`config.mk`:
```
export PLATFORM = sky130hd
export DESIGN_NAME = irq_responder_flat
export DESIGN_NICKNAME = d
export VERILOG_FILES = /design/src/rtl/irq_responder_pkg.sv /design/src/rtl/irq_responder_if.sv /design/src/rtl/irq_responder_prio_sel.sv /design/src/rtl/irq_responder.sv /design/src/flat_wrapper.sv
export SDC_FILE = /design/constraint.sdc
export NUM_CORES = 1
export LEC_CHECK = 0
export BUFFER_PORTS_ARGS = -buffer_cell sky130_fd_sc_hd__buf_2
export CORE_MARGIN = 2
export CORE_UTILIZATION = 47
export CTS_CLUSTER_DIAMETER = 120
export CTS_CLUSTER_SIZE = 25
export DETAILED_ROUTE_END_ITERATION = 12
export GPL_ROUTABILITY_DRIVEN = 0
export GPL_TIMING_DRIVEN = 0
export HOLD_SLACK_MARGIN = 0.12
export PLACE_DENSITY = 0.84
export SYNTH_ARGS = -nofsm -noshare
export SYNTH_HDL_FRONTEND = slang
export SYNTH_SLANG_ARGS = --single-unit
export TNS_END_PERCENT = 10
```
`constraint.sdc`:
```
create_clock -name clk_i -period 2.3 [get_ports clk_i]
set_input_delay 0.115 -clock clk_i [delete_from_list [all_inputs] [get_ports clk_i]]
set_output_delay 0.115 -clock clk_i [all_outputs]
set_load 0.05 [all_outputs]
```
`src/rtl/irq_responder_pkg.sv`:
```
// Shared definitions for the interrupt responder: FSM encoding, ID width,
// default vector window and the window mask helper.
package irq_responder_pkg;

    localparam int IRQ_ID_W     = 5;
    localparam int NUM_PERI     = 16;
    localparam int DEF_IRQ_BASE = 32 - NUM_PERI;
    localparam int DEF_IRQ_NUM  = NUM_PERI;

    typedef enum logic [1:0] {
        IDLE    = 2'd0,
        REQ     = 2'd1,
        SERVICE = 2'd2
    } state_t;

    function automatic logic [31:0] window_mask(input int base, input int num);
        logic [31:0] m;
        m = '0;
        for (int unsigned i = 0; i < 32; i++) begin
            m[i] = (int'(i) >= base) && (int'(i) < base + num);
        end
        return m;
    endfunction

endpackage

```
`src/rtl/irq_responder_if.sv`:
```
// Controller/core-side signal bundle of the responder. The slave modport is the
// responder itself; the master modport is the controller/core environment.
interface irq_responder_if;
    import irq_responder_pkg::*;

    logic [31:0]         irq_i;
    logic                mask_we_i;
    logic [31:0]         mask_wdata_i;
    logic [31:0]         mask_o;
    logic                irq_req_o;
    logic [IRQ_ID_W-1:0] irq_id_o;
    logic                core_take_i;
    logic                core_mret_i;
    logic                irq_ack_o;
    logic [IRQ_ID_W-1:0] irq_ack_id_o;
    logic                busy_o;

    modport slave (
        input  irq_i, mask_we_i, mask_wdata_i, core_take_i, core_mret_i,
        output mask_o, irq_req_o, irq_id_o, irq_ack_o, irq_ack_id_o, busy_o
    );

    modport master (
        output irq_i, mask_we_i, mask_wdata_i, core_take_i, core_mret_i,
        input  mask_o, irq_req_o, irq_id_o, irq_ack_o, irq_ack_id_o, busy_o
    );

endinterface

```
`src/rtl/irq_responder_prio_sel.sv`:
```
// Combinational selector: searches the window downward from a start index,
// wrapping from BASE to the top; a start at the top gives fixed priority.
module irq_prio_sel
    import irq_responder_pkg::*;
#(
    parameter int BASE = DEF_IRQ_BASE,
    parameter int NUM  = DEF_IRQ_NUM
) (
    input  logic [31:0]         pending,
    input  logic [31:0]         window,
    input  logic [IRQ_ID_W-1:0] start,
    output logic                valid,
    output logic [IRQ_ID_W-1:0] id
);

    logic [31:0]         masked;
    int                  s_off;
    int                  off;
    logic [IRQ_ID_W-1:0] idx;

    assign masked = pending & window;

    always_comb begin
        valid = 1'b0;
        id    = '0;
        off   = 0;
        idx   = '0;
        s_off = int'(start) - BASE;
        for (int unsigned k = 0; k < NUM; k++) begin
            off = s_off - int'(k);
            if (off < 0) off = off + NUM;
            idx = IRQ_ID_W'(BASE + off);
            if (!valid && masked[idx]) begin
                valid = 1'b1;
                id    = idx;
            end
        end
    end

endmodule

```
`src/rtl/irq_responder.sv`:
```
// Core-side end of the level/ack interrupt handshake. Optional macro
// IRQ_ROUND_ROBIN_EN rotates priority past the most recently acknowledged line.
module irq_responder
    import irq_responder_pkg::*;
#(
    parameter int IRQ_BASE = DEF_IRQ_BASE,
    parameter int IRQ_NUM  = DEF_IRQ_NUM
) (
    input  logic            clk_i,
    input  logic            rst_n_i,
    irq_responder_if.slave  bus
);

    localparam logic [31:0]         WINDOW  = window_mask(IRQ_BASE, IRQ_NUM);
    localparam logic [IRQ_ID_W-1:0] TOP_ID  = IRQ_ID_W'(IRQ_BASE + IRQ_NUM - 1);
    localparam logic [IRQ_ID_W-1:0] BASE_ID = IRQ_ID_W'(IRQ_BASE);

    state_t              state_q;
    logic [31:0]         mask_q;
    logic                req_q;
    logic [IRQ_ID_W-1:0] id_q;
    logic                ack_q;
    logic [IRQ_ID_W-1:0] ack_id_q;
    logic                busy_q;

    logic [31:0]         pending;
    logic [IRQ_ID_W-1:0] start_id;
    logic                sel_valid;
    logic [IRQ_ID_W-1:0] sel_id;

    assign pending = bus.irq_i & mask_q & WINDOW;

`ifdef IRQ_ROUND_ROBIN_EN
    logic [IRQ_ID_W-1:0] last_id_q;
    assign start_id = (last_id_q == BASE_ID) ? TOP_ID : last_id_q - 1'b1;
`else
    assign start_id = TOP_ID;
`endif

    irq_prio_sel #(
        .BASE (IRQ_BASE),
        .NUM  (IRQ_NUM)
    ) u_sel (
        .pending (pending),
        .window  (WINDOW),
        .start   (start_id),
        .valid   (sel_valid),
        .id      (sel_id)
    );

    always_ff @(posedge clk_i) begin
        if (!rst_n_i) begin
            state_q  <= IDLE;
            mask_q   <= '0;
            req_q    <= 1'b0;
            id_q     <= '0;
            ack_q    <= 1'b0;
            ack_id_q <= '0;
            busy_q   <= 1'b0;
`ifdef IRQ_ROUND_ROBIN_EN
            last_id_q <= TOP_ID;
`endif
        end else begin
            if (bus.mask_we_i) mask_q <= bus.mask_wdata_i;
            ack_q <= 1'b0;
            case (state_q)
                IDLE: begin
                    if (sel_valid) begin
                        id_q    <= sel_id;
                        req_q   <= 1'b1;
                        state_q <= REQ;
                    end
                end
                REQ: begin
                    // take has priority over a simultaneous withdraw
                    if (bus.core_take_i) begin
                        req_q    <= 1'b0;
                        ack_q    <= 1'b1;
                        ack_id_q <= id_q;
                        busy_q   <= 1'b1;
                        state_q  <= SERVICE;
`ifdef IRQ_ROUND_ROBIN_EN
                        last_id_q <= id_q;
`endif
                    end else if (!pending[id_q]) begin
                        req_q   <= 1'b0;
                        state_q <= IDLE;
                    end
                end
                SERVICE: begin
                    if (bus.core_mret_i) begin
                        busy_q  <= 1'b0;
                        state_q <= IDLE;
                    end
                end
                default: state_q <= IDLE;
            endcase
        end
    end

    assign bus.mask_o       = mask_q;
    assign bus.irq_req_o    = req_q;
    assign bus.irq_id_o     = id_q;
    assign bus.irq_ack_o    = ack_q;
    assign bus.irq_ack_id_o = ack_id_q;
    assign bus.busy_o       = busy_q;

endmodule
```
`src/flat_wrapper.sv`:
```
// flat-port wrapper written by rule: the top's interface ports become plain ports
module irq_responder_flat import irq_responder_pkg::*;
#(
    parameter int IRQ_BASE = DEF_IRQ_BASE,
    parameter int IRQ_NUM  = DEF_IRQ_NUM
)
  (clk_i, rst_n_i, bus_irq_i, bus_mask_we_i, bus_mask_wdata_i, bus_core_take_i, bus_core_mret_i, bus_mask_o, bus_irq_req_o, bus_irq_id_o, bus_irq_ack_o, bus_irq_ack_id_o, bus_busy_o);
  irq_responder_if bus_i ();
  input  logic clk_i;
  input  logic rst_n_i;
  input wire logic [$bits(bus_i.irq_i)-1:0] bus_irq_i;
  input wire logic [$bits(bus_i.mask_we_i)-1:0] bus_mask_we_i;
  input wire logic [$bits(bus_i.mask_wdata_i)-1:0] bus_mask_wdata_i;
  input wire logic [$bits(bus_i.core_take_i)-1:0] bus_core_take_i;
  input wire logic [$bits(bus_i.core_mret_i)-1:0] bus_core_mret_i;
  output wire logic [$bits(bus_i.mask_o)-1:0] bus_mask_o;
  output wire logic [$bits(bus_i.irq_req_o)-1:0] bus_irq_req_o;
  output wire logic [$bits(bus_i.irq_id_o)-1:0] bus_irq_id_o;
  output wire logic [$bits(bus_i.irq_ack_o)-1:0] bus_irq_ack_o;
  output wire logic [$bits(bus_i.irq_ack_id_o)-1:0] bus_irq_ack_id_o;
  output wire logic [$bits(bus_i.busy_o)-1:0] bus_busy_o;
  assign bus_i.irq_i = bus_irq_i;
  assign bus_i.mask_we_i = bus_mask_we_i;
  assign bus_i.mask_wdata_i = bus_mask_wdata_i;
  assign bus_i.core_take_i = bus_core_take_i;
  assign bus_i.core_mret_i = bus_core_mret_i;
  assign bus_mask_o = bus_i.mask_o;
  assign bus_irq_req_o = bus_i.irq_req_o;
  assign bus_irq_id_o = bus_i.irq_id_o;
  assign bus_irq_ack_o = bus_i.irq_ack_o;
  assign bus_irq_ack_id_o = bus_i.irq_ack_id_o;
  assign bus_busy_o = bus_i.busy_o;
  irq_responder #(.IRQ_BASE(IRQ_BASE), .IRQ_NUM(IRQ_NUM)) u_core (.clk_i(clk_i), .rst_n_i(rst_n_i), .bus(bus_i));
endmodule
```
==> results of run 1 <==
-- through the flow --
stage	cell area, sq um	utilization	setup WS [ns]
after detailed placement	2616	0.6093	0.6526
final	3072	0.7153	0.6002
after CTS	3072	0.7153	0.6218
after floorplan	2071	-	0.4529
after global placement	2616	0.6093	0.6920
after global routing	3072	0.7153	0.4874
-- worst max-delay path by stage --
stage | cells after the start | endpoint | slack, ns | start
5_1_grt | 5 | u_core.state_q[0] | 0.49 | u_core.bus.irq_id_o[1]
2_1_floorplan | 4 | u_core.bus.irq_req_o | 0.45 | u_core.bus.irq_id_o[0]
3_3_place_gp | 4 | u_core.bus.irq_req_o | 0.69 | u_core.bus.irq_id_o[1]
4_1_cts | 4 | u_core.bus.irq_req_o | 0.62 | u_core.bus.irq_id_o[1]
6_report | 4 | u_core.bus.irq_req_o | 0.60 | u_core.bus.irq_id_o[1]
3_5_place_dp | 4 | u_core.bus.irq_req_o | 0.65 | u_core.bus.irq_id_o[1]
-- cells by family (layout without fill, tap and decap cells) --
group	Yosys count	after routing	synth area share
DFF	47	47	0.4544
AOI/OAI and AO/OA	45	45	0.1680
buffers and inverters	17	155	0.03746
and+or+nand+nor	79	79	0.1746
muxes	33	33	0.1656
-- state kept, by name, summed over array words and instances, names as in the netlist --
register	cells
u_core.bus.irq_id_o	5
u_core.bus.irq_ack_id_o	5
u_core.bus.irq_ack_o	1
u_core.bus.busy_o	1
u_core.bus.mask_o	32
u_core.state_q	2
u_core.bus.irq_req_o	1
-- cell usage in the layout, fill, tap and decap left out, types with 2 or more instances in the layout --
cell type / synthesis / routed
sky130_fd_sc_hd__buf_2: 5 / 101
sky130_fd_sc_hd__dfxtp_1: 47 / 47
sky130_fd_sc_hd__nor2_1: 38 / 38
sky130_fd_sc_hd__dlygate4sd3_1: 0 / 34
sky130_fd_sc_hd__mux2i_1: 32 / 32
sky130_fd_sc_hd__nand2_1: 21 / 21
sky130_fd_sc_hd__a21oi_1: 15 / 15
sky130_fd_sc_hd__nand3_1: 9 / 9
sky130_fd_sc_hd__inv_1: 5 / 5
sky130_fd_sc_hd__a22oi_1: 5 / 5
sky130_fd_sc_hd__o21ai_0: 5 / 5
sky130_fd_sc_hd__clkbuf_8: 0 / 5
sky130_fd_sc_hd__clkbuf_1: 4 / 4
sky130_fd_sc_hd__nor2b_1: 2 / 2
sky130_fd_sc_hd__buf_1: 2 / 2
sky130_fd_sc_hd__a22oi_2: 2 / 2
sky130_fd_sc_hd__nand3b_1: 2 / 2
sky130_fd_sc_hd__o211ai_1: 2 / 2
sky130_fd_sc_hd__o221ai_1: 2 / 2
-- timing repair --
action,4_1_cts,5_1_grt
setup endpoints to repair,0,0
endpoints found under the hold margin,36,0
hold buffers,34,0
-- layout make-up --
class,count,share of cell area
Multi-Input combinational cell,157,0.3426
Sequential cell,47,0.3063
Timing Repair Buffer,130,0.2672
Clock buffer,5,0.02240
Tap cell,52,0.02118
Buffer,12,0.01914
Clock inverter,3,0.01507
Inverter,5,0.006110
-- power by group through the flow --
stage	Clock, mW	Combinational (mW)	Sequential [mW]
3_3_place_gp	0	0.586	0.951
2_1_floorplan	0	0.235	1.15
3_5_place_dp	0	0.599	0.955
5_1_grt	0.666	0.697	0.947
6_report	0.627	0.654	0.938
4_1_cts	0.636	0.647	0.936
-- worst max-delay path, stage by stage (launching register included) --
cell	delay [ns]
sky130_fd_sc_hd__dfxtp_1	0.44
sky130_fd_sc_hd__buf_2	0.28
sky130_fd_sc_hd__mux4_2	0.35
sky130_fd_sc_hd__a311oi_2	0.37
sky130_fd_sc_hd__a41o_1	0.21
-- layer usage --
metal	GRT usage	routed length (um)	up-vias
li1	-	-	1061
met2	0.4151	3031	91
met4	0.1154	245	0
met1	0.2826	2422	1032
met5	0	0	-
met3	0.05628	328	23
==> results_tabular.tex, run 1 <==
\begin{tabular}{lr}
\hline
Metric & Value \\
\hline
\multicolumn{2}{l}{\textbf{CTS}} \\
Sink Count & 47 \\
Number of resized instances in the post-cts repair step & 0 \\
CTS tree & done \\
Root Buffer & sky130\_fd\_sc\_hd\_\_clkbuf\_8 \\
CTS Buffer Depth & 2 \\
Number of levels the H-tree was split into & 2 \\
Clock transition time at the flip-flop clock pins of the worst setup and hold paths & 0.10 ns \\
Number of buffers inserted during clock tree synthesis & 5 \\
Post-CTS setup buffer count & 0 \\
Worst-Skew Late Latency & 0.31 ns \\
\multicolumn{2}{l}{\textbf{Cells and area}} \\
Number of fill cells in the layout & 335 \\
Post-route non-filler standard cell count & 411 \\
Area used by multi-input combinational logic & 1052 sq um \\
Fraction of layout cells with a size suffix above 1 & 0.3343 \\
Fin nets & 427 \\
Antenna diodes & 0 \\
Flip-flop and latch area & 940.9 sq um \\
Area overhead of the layout relative to synthesis & 48.34\% \\
\multicolumn{2}{l}{\textbf{Critical path}} \\
Critical Path Source Type & register \\
Type of destination of the critical path & register \\
Worst Path Class, Setup & register to register \\
Max Fanout on Critical Path & 10 \\
Launch instance of the worst register-to-register path & u\_core.bus.irq\_id\_o[1] \\
Number of cells on the worst reg-to-reg path & 4 \\
Data arrival time of the critical path & 1.96 ns \\
Crit path required time & 2.56 ns \\
R2r setup slk & 0.60 ns \\
Capture instance of the worst register-to-register path & u\_core.bus.irq\_req\_o \\
\multicolumn{2}{l}{\textbf{Placement}} \\
Hpwl dp & 4070 um \\
Placed cell count & 369 \\
Count of input and output buffers & 96 \\
\multicolumn{2}{l}{\textbf{Timing}} \\
Worst Tran Pin Value & 0.5429 ns \\
Worst slack on hold paths & 0.1296 ns \\
Headroom to the max-slew limit & 0.6287 \\
Final setup violation count & 0 \\
TNS Setup & 0 ns \\
Hold Fails Final Rpt & 0 \\
Final worst path period need & 1.700 ns \\
Crit share post-route & 0.7391 \\
Setup repair after global routing missed its margin & no \\
Pins over their slew limit & 0 \\
Clk\_skew & 0.01119 ns \\
Maximum clock rate & 0.5883 GHz \\
\multicolumn{2}{l}{\textbf{Status}} \\
Run status & finished clean \\
\multicolumn{2}{l}{\textbf{Drt}} \\
Wire per inst & 14.66 um \\
Overall routed net length & 6027 um \\
Count of TritonRoute iterations in the first routing pass & 4 \\
Drt via density & 5.370 \\
Total DRC errors in the routed layout & 0 \\
Vias after detailed routing & 2,207 \\
Count of routing violations after the opening detailed-route iteration & 195 \\
Routed Antenna Nets & 0 \\
\multicolumn{2}{l}{\textbf{Logic synthesis}} \\
Most instantiated library cell after synthesis & sky130\_fd\_sc\_hd\_\_dfxtp\_1 \\
Average footprint of a synthesized cell & 9.370 sq um \\
Synthesis Warnings & 0 \\
Cell count after synthesis & 221 \\
Share of the synthesized area in the top cell type & 0.4544 \\
Net count after synthesis & 290 \\
Post-synth top cells & 47 x sky130\_fd\_sc\_hd\_\_dfxtp\_1, 38 x sky130\_fd\_sc\_hd\_\_nor2\_1, 32 x sky130\_fd\_sc\_hd\_\_mux2i\_1 \\
Number of unique standard cell types used by synthesis & 40 \\
Share of synthesized registers carrying an async set or reset & 0 \\
\#FFs+latches synth & 47 \\
Largest cells by area after synthesis & sky130\_fd\_sc\_hd\_\_dfxtp\_1 45\%, sky130\_fd\_sc\_hd\_\_mux2i\_1 15\%, sky130\_fd\_sc\_hd\_\_nor2\_1 6.9\%, sky130\_fd\_sc\_hd\_\_nand2\_1 3.8\%, sky130\_fd\_sc\_hd\_\_a21oi\_1 3.6\% \\
Most used flip-flop cell after synthesis & sky130\_fd\_sc\_hd\_\_dfxtp\_1 \\
Cell type contributing the most total cell area after synthesis & sky130\_fd\_sc\_hd\_\_dfxtp\_1 \\
Sequential-to-total area share from yosys stat & 0.4544 \\
Post-synthesis cell area & 2071 sq um \\
Number of enable-type register cells in the synthesized netlist & 0 \\
\multicolumn{2}{l}{\textbf{Min path}} \\
Startpoint of the lowest-slack hold path & bus\_core\_take\_i \\
Endpoint, Worst Hold & u\_core.bus.irq\_ack\_id\_o[1] \\
Min-delay worst type & input port to register \\
Hold Crit Depth & 3 \\
\multicolumn{2}{l}{\textbf{Pwr}} \\
Areal power density over the cells & 722.5 nW/um\^{}2 \\
Sequential group share of total power & 0.423 \\
Internal power & 1.438 mW \\
Share of total power in the clock network & 0.283 \\
Share of total power in combinational logic & 0.295 \\
Peak VDD IR & 0.3405 mV \\
Overall power after layout & 2.219 mW \\
Net switching power & 0.7814 mW \\
Switching portion of total power & 0.3521 \\
Leakage & 1.490 nW \\
\multicolumn{2}{l}{\textbf{Global routing}} \\
Total gr overflow & 0 \\
Antenna violations before repair & 0 \\
Wire length of the first global-routing pass & 9515 um \\
Via count of the first global-routing pass & 2,120 \\
All-layer global routing usage & 0.2422 \\
Maximum number of pins on one net before global-route repair & 17 \\
\multicolumn{2}{l}{\textbf{Floorplan}} \\
Area of the core & 4294 sq um \\
Die Width & 70.38 um \\
Die extent in y & 70.38 um \\
I/O Pins & 114 \\
Initial cell density of the core & 0.4822 \\
Core Rows & 24 \\
Die footprint & 4953 sq um \\
\multicolumn{2}{l}{\textbf{Job}} \\
Max-cap violations & 0 \\
\hline
\end{tabular}
Power figures use the tool's default switching activity.
==> run 2: changes to the inputs <==
Settings changed: CORE_UTILIZATION 47 to 40, PLACE_DENSITY 0.84 to 0.76.
Clock period 2.3 ns to 1.44 ns, I/O delays scaled along.
==> run 2 against run 1 <==
The flow now finishes with violations (negative setup slack). Non-clock buffer count up 5. Clock power up 51%. Clock skew about the same. Sequential cell count unchanged. Critical path type unchanged.
==> results_tabular.tex, run 2 (synthesized netlist as in run 1, its figures left out) <==
\begin{tabular}{lr}
\hline
Metric & Value \\
\hline
\multicolumn{2}{l}{\textbf{Drt}} \\
Drt via density & 4.970 \\
Overall routed net length & 6142 um \\
Count of routing violations after the opening detailed-route iteration & 82 \\
Wire per inst & 14.15 um \\
Total DRC errors in the routed layout & 0 \\
Vias after detailed routing & 2,157 \\
Count of TritonRoute iterations in the first routing pass & 4 \\
Routed Antenna Nets & 0 \\
\multicolumn{2}{l}{\textbf{Global routing}} \\
Wire length of the first global-routing pass & 10,130 um \\
Antenna violations before repair & 0 \\
Via count of the first global-routing pass & 2,222 \\
Maximum number of pins on one net before global-route repair & 15 \\
All-layer global routing usage & 0.2171 \\
Total gr overflow & 0 \\
\multicolumn{2}{l}{\textbf{Critical path}} \\
Type of destination of the critical path & register \\
R2r setup slk & -0.15 ns \\
Cell Chain, Critical Path & a22oi\_2 > nand4\_1 > o31ai\_4 > o22ai\_1 > a41o\_1 \\
Max incr delay on CP & 0.37 ns \\
Worst-path cell with the longest stage delay & sky130\_fd\_sc\_hd\_\_dfxtp\_4 \\
Critical Path Source Type & register \\
Worst Path Class, Setup & register to register \\
Data arrival time of the critical path & 1.79 ns \\
Total buffers and inverters traversed by the critical path & 0 \\
Top Family by Delay on Critical Path & compound AO/OA/AOI/OAI gates \\
Crit path required time & 1.64 ns \\
Max Fanout on Critical Path & 6 \\
\multicolumn{2}{l}{\textbf{Floorplan}} \\
Die extent in y & 75.95 um \\
I/O Pins & 114 \\
Area of the core & 5042 sq um \\
Die footprint & 5768 sq um \\
Die Width & 75.95 um \\
Core Rows & 26 \\
Initial cell density of the core & 0.4107 \\
\multicolumn{2}{l}{\textbf{Placement}} \\
Count of input and output buffers & 96 \\
Hpwl dp & 4130 um \\
\multicolumn{2}{l}{\textbf{Pwr}} \\
Leakage & 1.524 nW \\
Areal power density over the cells & 1111 nW/um\^{}2 \\
Peak VDD IR & 0.6835 mV \\
\multicolumn{2}{l}{\textbf{Timing}} \\
Clk\_skew & 0.01100 ns \\
Headroom to the max-slew limit & 0.6649 \\
Worst slack on hold paths & 0.1519 ns \\
Setup repair after global routing missed its margin & yes \\
Maximum clock rate & 0.6277 GHz \\
Least setup slack across all paths after layout & -0.1530 ns \\
Worst Tran Pin Value & 0.4899 ns \\
Crit share post-route & 1.106 \\
Pins over their slew limit & 0 \\
Hold Fails Final Rpt & 0 \\
Final setup violation count & 7 \\
Final worst path period need & 1.593 ns \\
\multicolumn{2}{l}{\textbf{Cells and area}} \\
Antenna diodes & 0 \\
Utilization of the core after routing & 0.6318 \\
Most common library cell in the layout ignoring fill and taps & sky130\_fd\_sc\_hd\_\_buf\_2 \\
Number of flip-flops in the largest register & 32 \\
Number of fill cells in the layout & 438 \\
Fin nets & 432 \\
Leading cell types in the layout, fill and taps excluded & 101 x sky130\_fd\_sc\_hd\_\_buf\_2, 38 x sky130\_fd\_sc\_hd\_\_nor2\_1, 35 x sky130\_fd\_sc\_hd\_\_dlygate4sd3\_1 \\
Area overhead of the layout relative to synthesis & 53.84\% \\
Fraction of layout cells with a size suffix above 1 & 0.3984 \\
\multicolumn{2}{l}{\textbf{CTS}} \\
Root Buffer & sky130\_fd\_sc\_hd\_\_clkbuf\_8 \\
CTS Buffer Depth & 2 \\
Worst-Skew Late Latency & 0.30 ns \\
Clock transition time at the flip-flop clock pins of the worst setup and hold paths & 0.09 ns \\
Number of buffers inserted during clock tree synthesis & 5 \\
CTS tree & done \\
Number of levels the H-tree was split into & 2 \\
Sink Count & 47 \\
\multicolumn{2}{l}{\textbf{Status}} \\
Failing checks & negative setup slack \\
Run status & finished with violations \\
\multicolumn{2}{l}{\textbf{Job}} \\
Max-cap violations & 0 \\
\multicolumn{2}{l}{\textbf{Min path}} \\
Min-delay worst type & input port to register \\
\hline
\end{tabular}
## run 2: tightest hold or removal path: stages
cell                       delay [ns]
sky130_fd_sc_hd__clkbuf_1        0.14
sky130_fd_sc_hd__mux2i_1         0.14
sky130_fd_sc_hd__nor2_1          0.07
## run 2: power by group
part	switching [mW]	internal (mW)	leakage (nW)
clock	0.441	0.509	0.0556
sequential	0.0994	1.40	0.397
combinational	0.677	0.409	1.07
total	1.22	2.32	1.52
## run 2: what timing repair did
item                       4_1_cts  5_1_grt
setup endpoints to repair        7        7
hold buffers                    35        0
hold endpoints to repair        40        0
resized for setup                1        1
pin swaps                        3        0
buffers inserted                 4        0
## run 2: cell type report
| class | count | area [sq um] | area share |
|---|---|---|---|
| clock inverters | 3 | 38.79 | 0.01218 |
| well taps | 70 | 87.58 | 0.02749 |
| clock buffers | 5 | 68.82 | 0.02160 |
| repair buffers | 135 | 860.8 | 0.2702 |
| inverters | 5 | 18.77 | 0.005892 |
| flip-flops and latches | 47 | 987.2 | 0.3099 |
| plain buffers | 12 | 58.81 | 0.01846 |
| multi-input cells | 157 | 1065 | 0.3342 |
## run 2: path summary, 6_finish.rpt
kind	depth (start not counted)	to	start
setup / recovery	5	u_core.bus.irq_req_o	u_core.bus.mask_o[21]
hold / removal	3	u_core.bus.mask_o[29]	bus_mask_we_i
setup reg to reg	5	u_core.bus.irq_req_o	u_core.bus.mask_o[21]
hold reg to reg	2	u_core.bus.irq_ack_id_o[1]	u_core.bus.irq_ack_id_o[1]
## run 2: stage by stage
step	total power, mW	TNS (ns)	std cells	instance area, sq um	setup WS (ns)
after floorplan	2.216	-0.2676	221	2122	-0.09463
after global placement	2.468	-0.5859	387	2690	-0.2031
after detailed placement	2.488	-0.5725	387	2690	-0.1921
after CTS	3.538	-0.6759	434	3182	-0.1408
after global routing	3.721	-1.453	434	3186	-0.2525
final	3.539	-0.7587	434	3186	-0.1530
## run 2: metal layers
metal  GRT usage  share of wire  vias up
met5           0              0        -
met3     0.05952          0.056       11
met1      0.2580           0.43      995
met2      0.3893           0.50       78
met4     0.05091          0.012        0
li1            -              -     1073
==> run 3: changes to the inputs <==
Settings changed: CORE_MARGIN 2 to 5.
==> run 3 against run 2 <==
The run still ends with negative setup slack left. Sequential cell count is the same. Clock power shrank 1%. Clock skew shrank 0.0043 ns. Setup slack lost 0.029 ns. Register-to-register slack lost 0.03 ns. Total power shrank 0.41%. Die area grew 16%.
==> results_tabular.tex, run 3 (synthesized netlist as in run 1, its figures left out) <==
\begin{tabular}{lr}
\hline
Metric & Value \\
\hline
\multicolumn{2}{l}{\textbf{Status}} \\
Run status & finished with violations \\
Failing checks & negative setup slack \\
\multicolumn{2}{l}{\textbf{Global routing}} \\
Antenna violations before repair & 0 \\
All-layer global routing usage & 0.1894 \\
Wire length of the first global-routing pass & 9873 um \\
Via count of the first global-routing pass & 2,162 \\
Maximum number of pins on one net before global-route repair & 15 \\
Total gr overflow & 0 \\
\multicolumn{2}{l}{\textbf{Cells and area}} \\
Total non-filler cell area in the finished layout & 3208 sq um \\
Utilization of the core after routing & 0.6322 \\
Number of fill cells in the layout & 444 \\
Fin nets & 433 \\
Number of flip-flops in the largest register & 32 \\
Fraction of layout cells with a size suffix above 1 & 0.4055 \\
Area overhead of the layout relative to synthesis & 54.92\% \\
Leading cell types in the layout, fill and taps excluded & 101 x sky130\_fd\_sc\_hd\_\_buf\_2, 38 x sky130\_fd\_sc\_hd\_\_nor2\_1, 35 x sky130\_fd\_sc\_hd\_\_dlygate4sd3\_1 \\
Antenna diodes & 0 \\
Most common library cell in the layout ignoring fill and taps & sky130\_fd\_sc\_hd\_\_buf\_2 \\
\multicolumn{2}{l}{\textbf{CTS}} \\
Sink Count & 47 \\
Number of buffers inserted during clock tree synthesis & 5 \\
Worst-Skew Late Latency & 0.30 ns \\
CTS tree & done \\
Number of levels the H-tree was split into & 2 \\
Clock transition time at the flip-flop clock pins of the worst setup and hold paths & 0.09 ns \\
Root Buffer & sky130\_fd\_sc\_hd\_\_clkbuf\_8 \\
CTS Buffer Depth & 2 \\
\multicolumn{2}{l}{\textbf{Job}} \\
Max-cap violations & 0 \\
\multicolumn{2}{l}{\textbf{Critical path}} \\
Type of destination of the critical path & register \\
Max Fanout on Critical Path & 4 \\
Crit path required time & 1.66 ns \\
Data arrival time of the critical path & 1.85 ns \\
Worst Path Class, Setup & register to register \\
Critical Path Source Type & register \\
\multicolumn{2}{l}{\textbf{Min path}} \\
Min-delay worst type & input port to register \\
\multicolumn{2}{l}{\textbf{Drt}} \\
Vias after detailed routing & 2,184 \\
Routed Antenna Nets & 0 \\
Count of routing violations after the opening detailed-route iteration & 109 \\
Wire per inst & 14.40 um \\
Overall routed net length & 6266 um \\
Count of TritonRoute iterations in the first routing pass & 4 \\
Drt via density & 5.021 \\
Total DRC errors in the routed layout & 0 \\
\multicolumn{2}{l}{\textbf{Floorplan}} \\
Die extent in y & 81.95 um \\
Die footprint & 6716 sq um \\
I/O Pins & 114 \\
Core Rows & 26 \\
Initial cell density of the core & 0.4080 \\
Area of the core & 5075 sq um \\
Die Width & 81.95 um \\
\multicolumn{2}{l}{\textbf{Timing}} \\
Least setup slack across all paths after layout & -0.1818 ns \\
Crit share post-route & 1.126 \\
Hold Fails Final Rpt & 0 \\
Final setup violation count & 6 \\
Clk\_skew & 0.006661 ns \\
Maximum clock rate & 0.6166 GHz \\
Final worst path period need & 1.622 ns \\
Headroom to the max-slew limit & 0.6573 \\
Worst Tran Pin Value & 0.5011 ns \\
Setup repair after global routing missed its margin & yes \\
Pins over their slew limit & 0 \\
\multicolumn{2}{l}{\textbf{Pwr}} \\
Overall power after layout & 3.525 mW \\
Areal power density over the cells & 1099 nW/um\^{}2 \\
Leakage & 1.535 nW \\
Peak VDD IR & 0.7090 mV \\
\multicolumn{2}{l}{\textbf{Placement}} \\
Cell area reported after detailed placement & 2690 sq um \\
Hpwl dp & 4360 um \\
Count of input and output buffers & 96 \\
\hline
\end{tabular}
## run 3: final cells by class
type | instances | area, sq um | share of cell area
multi-input combinational | 157 | 1071 | 0.3339
sequential | 47 | 987.2 | 0.3077
timing repair buffer | 136 | 872.1 | 0.2718
clock buffer | 7 | 107.6 | 0.03354
tap | 70 | 87.58 | 0.02730
buffer | 12 | 58.81 | 0.01833
inverter | 5 | 18.77 | 0.005850
clock inverter | 1 | 5.005 | 0.001560
## run 3: where the power goes
group,switching (mW),internal [mW]
logic,0.680,0.408
registers,0.0972,1.40
clock network,0.443,0.492
total,1.22,2.30
## run 3: layer usage
layer / vias to the layer above / global-route usage / part of all wire
li1: 1077 / - / -
met1: 1006 / 0.2176 / 0.40
met2: 86 / 0.3304 / 0.50
met3: 15 / 0.05482 / 0.084
met4: 0 / 0.07143 / 0.020
met5: - / 0 / 0
## run 3: timing repair
item,4_1_cts,5_1_grt
setup buffers,3,2
cloned,0,0
hold endpoints to repair,41,0
hold buffers,35,0
pin swaps,4,4
gates resized for setup,1,3
endpoints found under the setup margin,7,7
## run 3: path summary, 6_finish.rpt
check	end	slack, ns	from	cells past startpoint
worst max-delay path	u_core.bus.irq_id_o[1]	-0.18	u_core.bus.mask_o[21]	6
worst min-delay path	u_core.bus.irq_req_o	0.17	rst_n_i	4
worst max register to register	u_core.bus.irq_id_o[1]	-0.18	u_core.bus.mask_o[21]	6
worst min register to register	u_core.bus.irq_ack_id_o[4]	0.45	u_core.bus.irq_ack_id_o[4]	2
## run 3: per-stage QoR
stage | cells | hold slack (ns) | setup TNS, ns | setup WS [ns]
5_1_grt | 435 | 0.1812 | -1.280 | -0.2343
6_report | 435 | 0.1683 | -0.9583 | -0.1818
4_1_cts | 433 | 0.1673 | -0.7590 | -0.1480
2_1_floorplan | 221 | 0.2171 | -0.2676 | -0.09463
3_5_place_dp | 387 | 0.3116 | -0.9448 | -0.2477
3_3_place_gp | 387 | 0.3028 | -0.5060 | -0.1815
## run 3: worst max-delay path: stages, from the launching register on
cell                      delay (ns)
sky130_fd_sc_hd__dfxtp_4        0.36
sky130_fd_sc_hd__a22oi_2        0.18
sky130_fd_sc_hd__nand4_1        0.26
sky130_fd_sc_hd__o31ai_4        0.39
sky130_fd_sc_hd__buf_6          0.16
sky130_fd_sc_hd__nand2_1        0.05
sky130_fd_sc_hd__a21oi_1        0.14
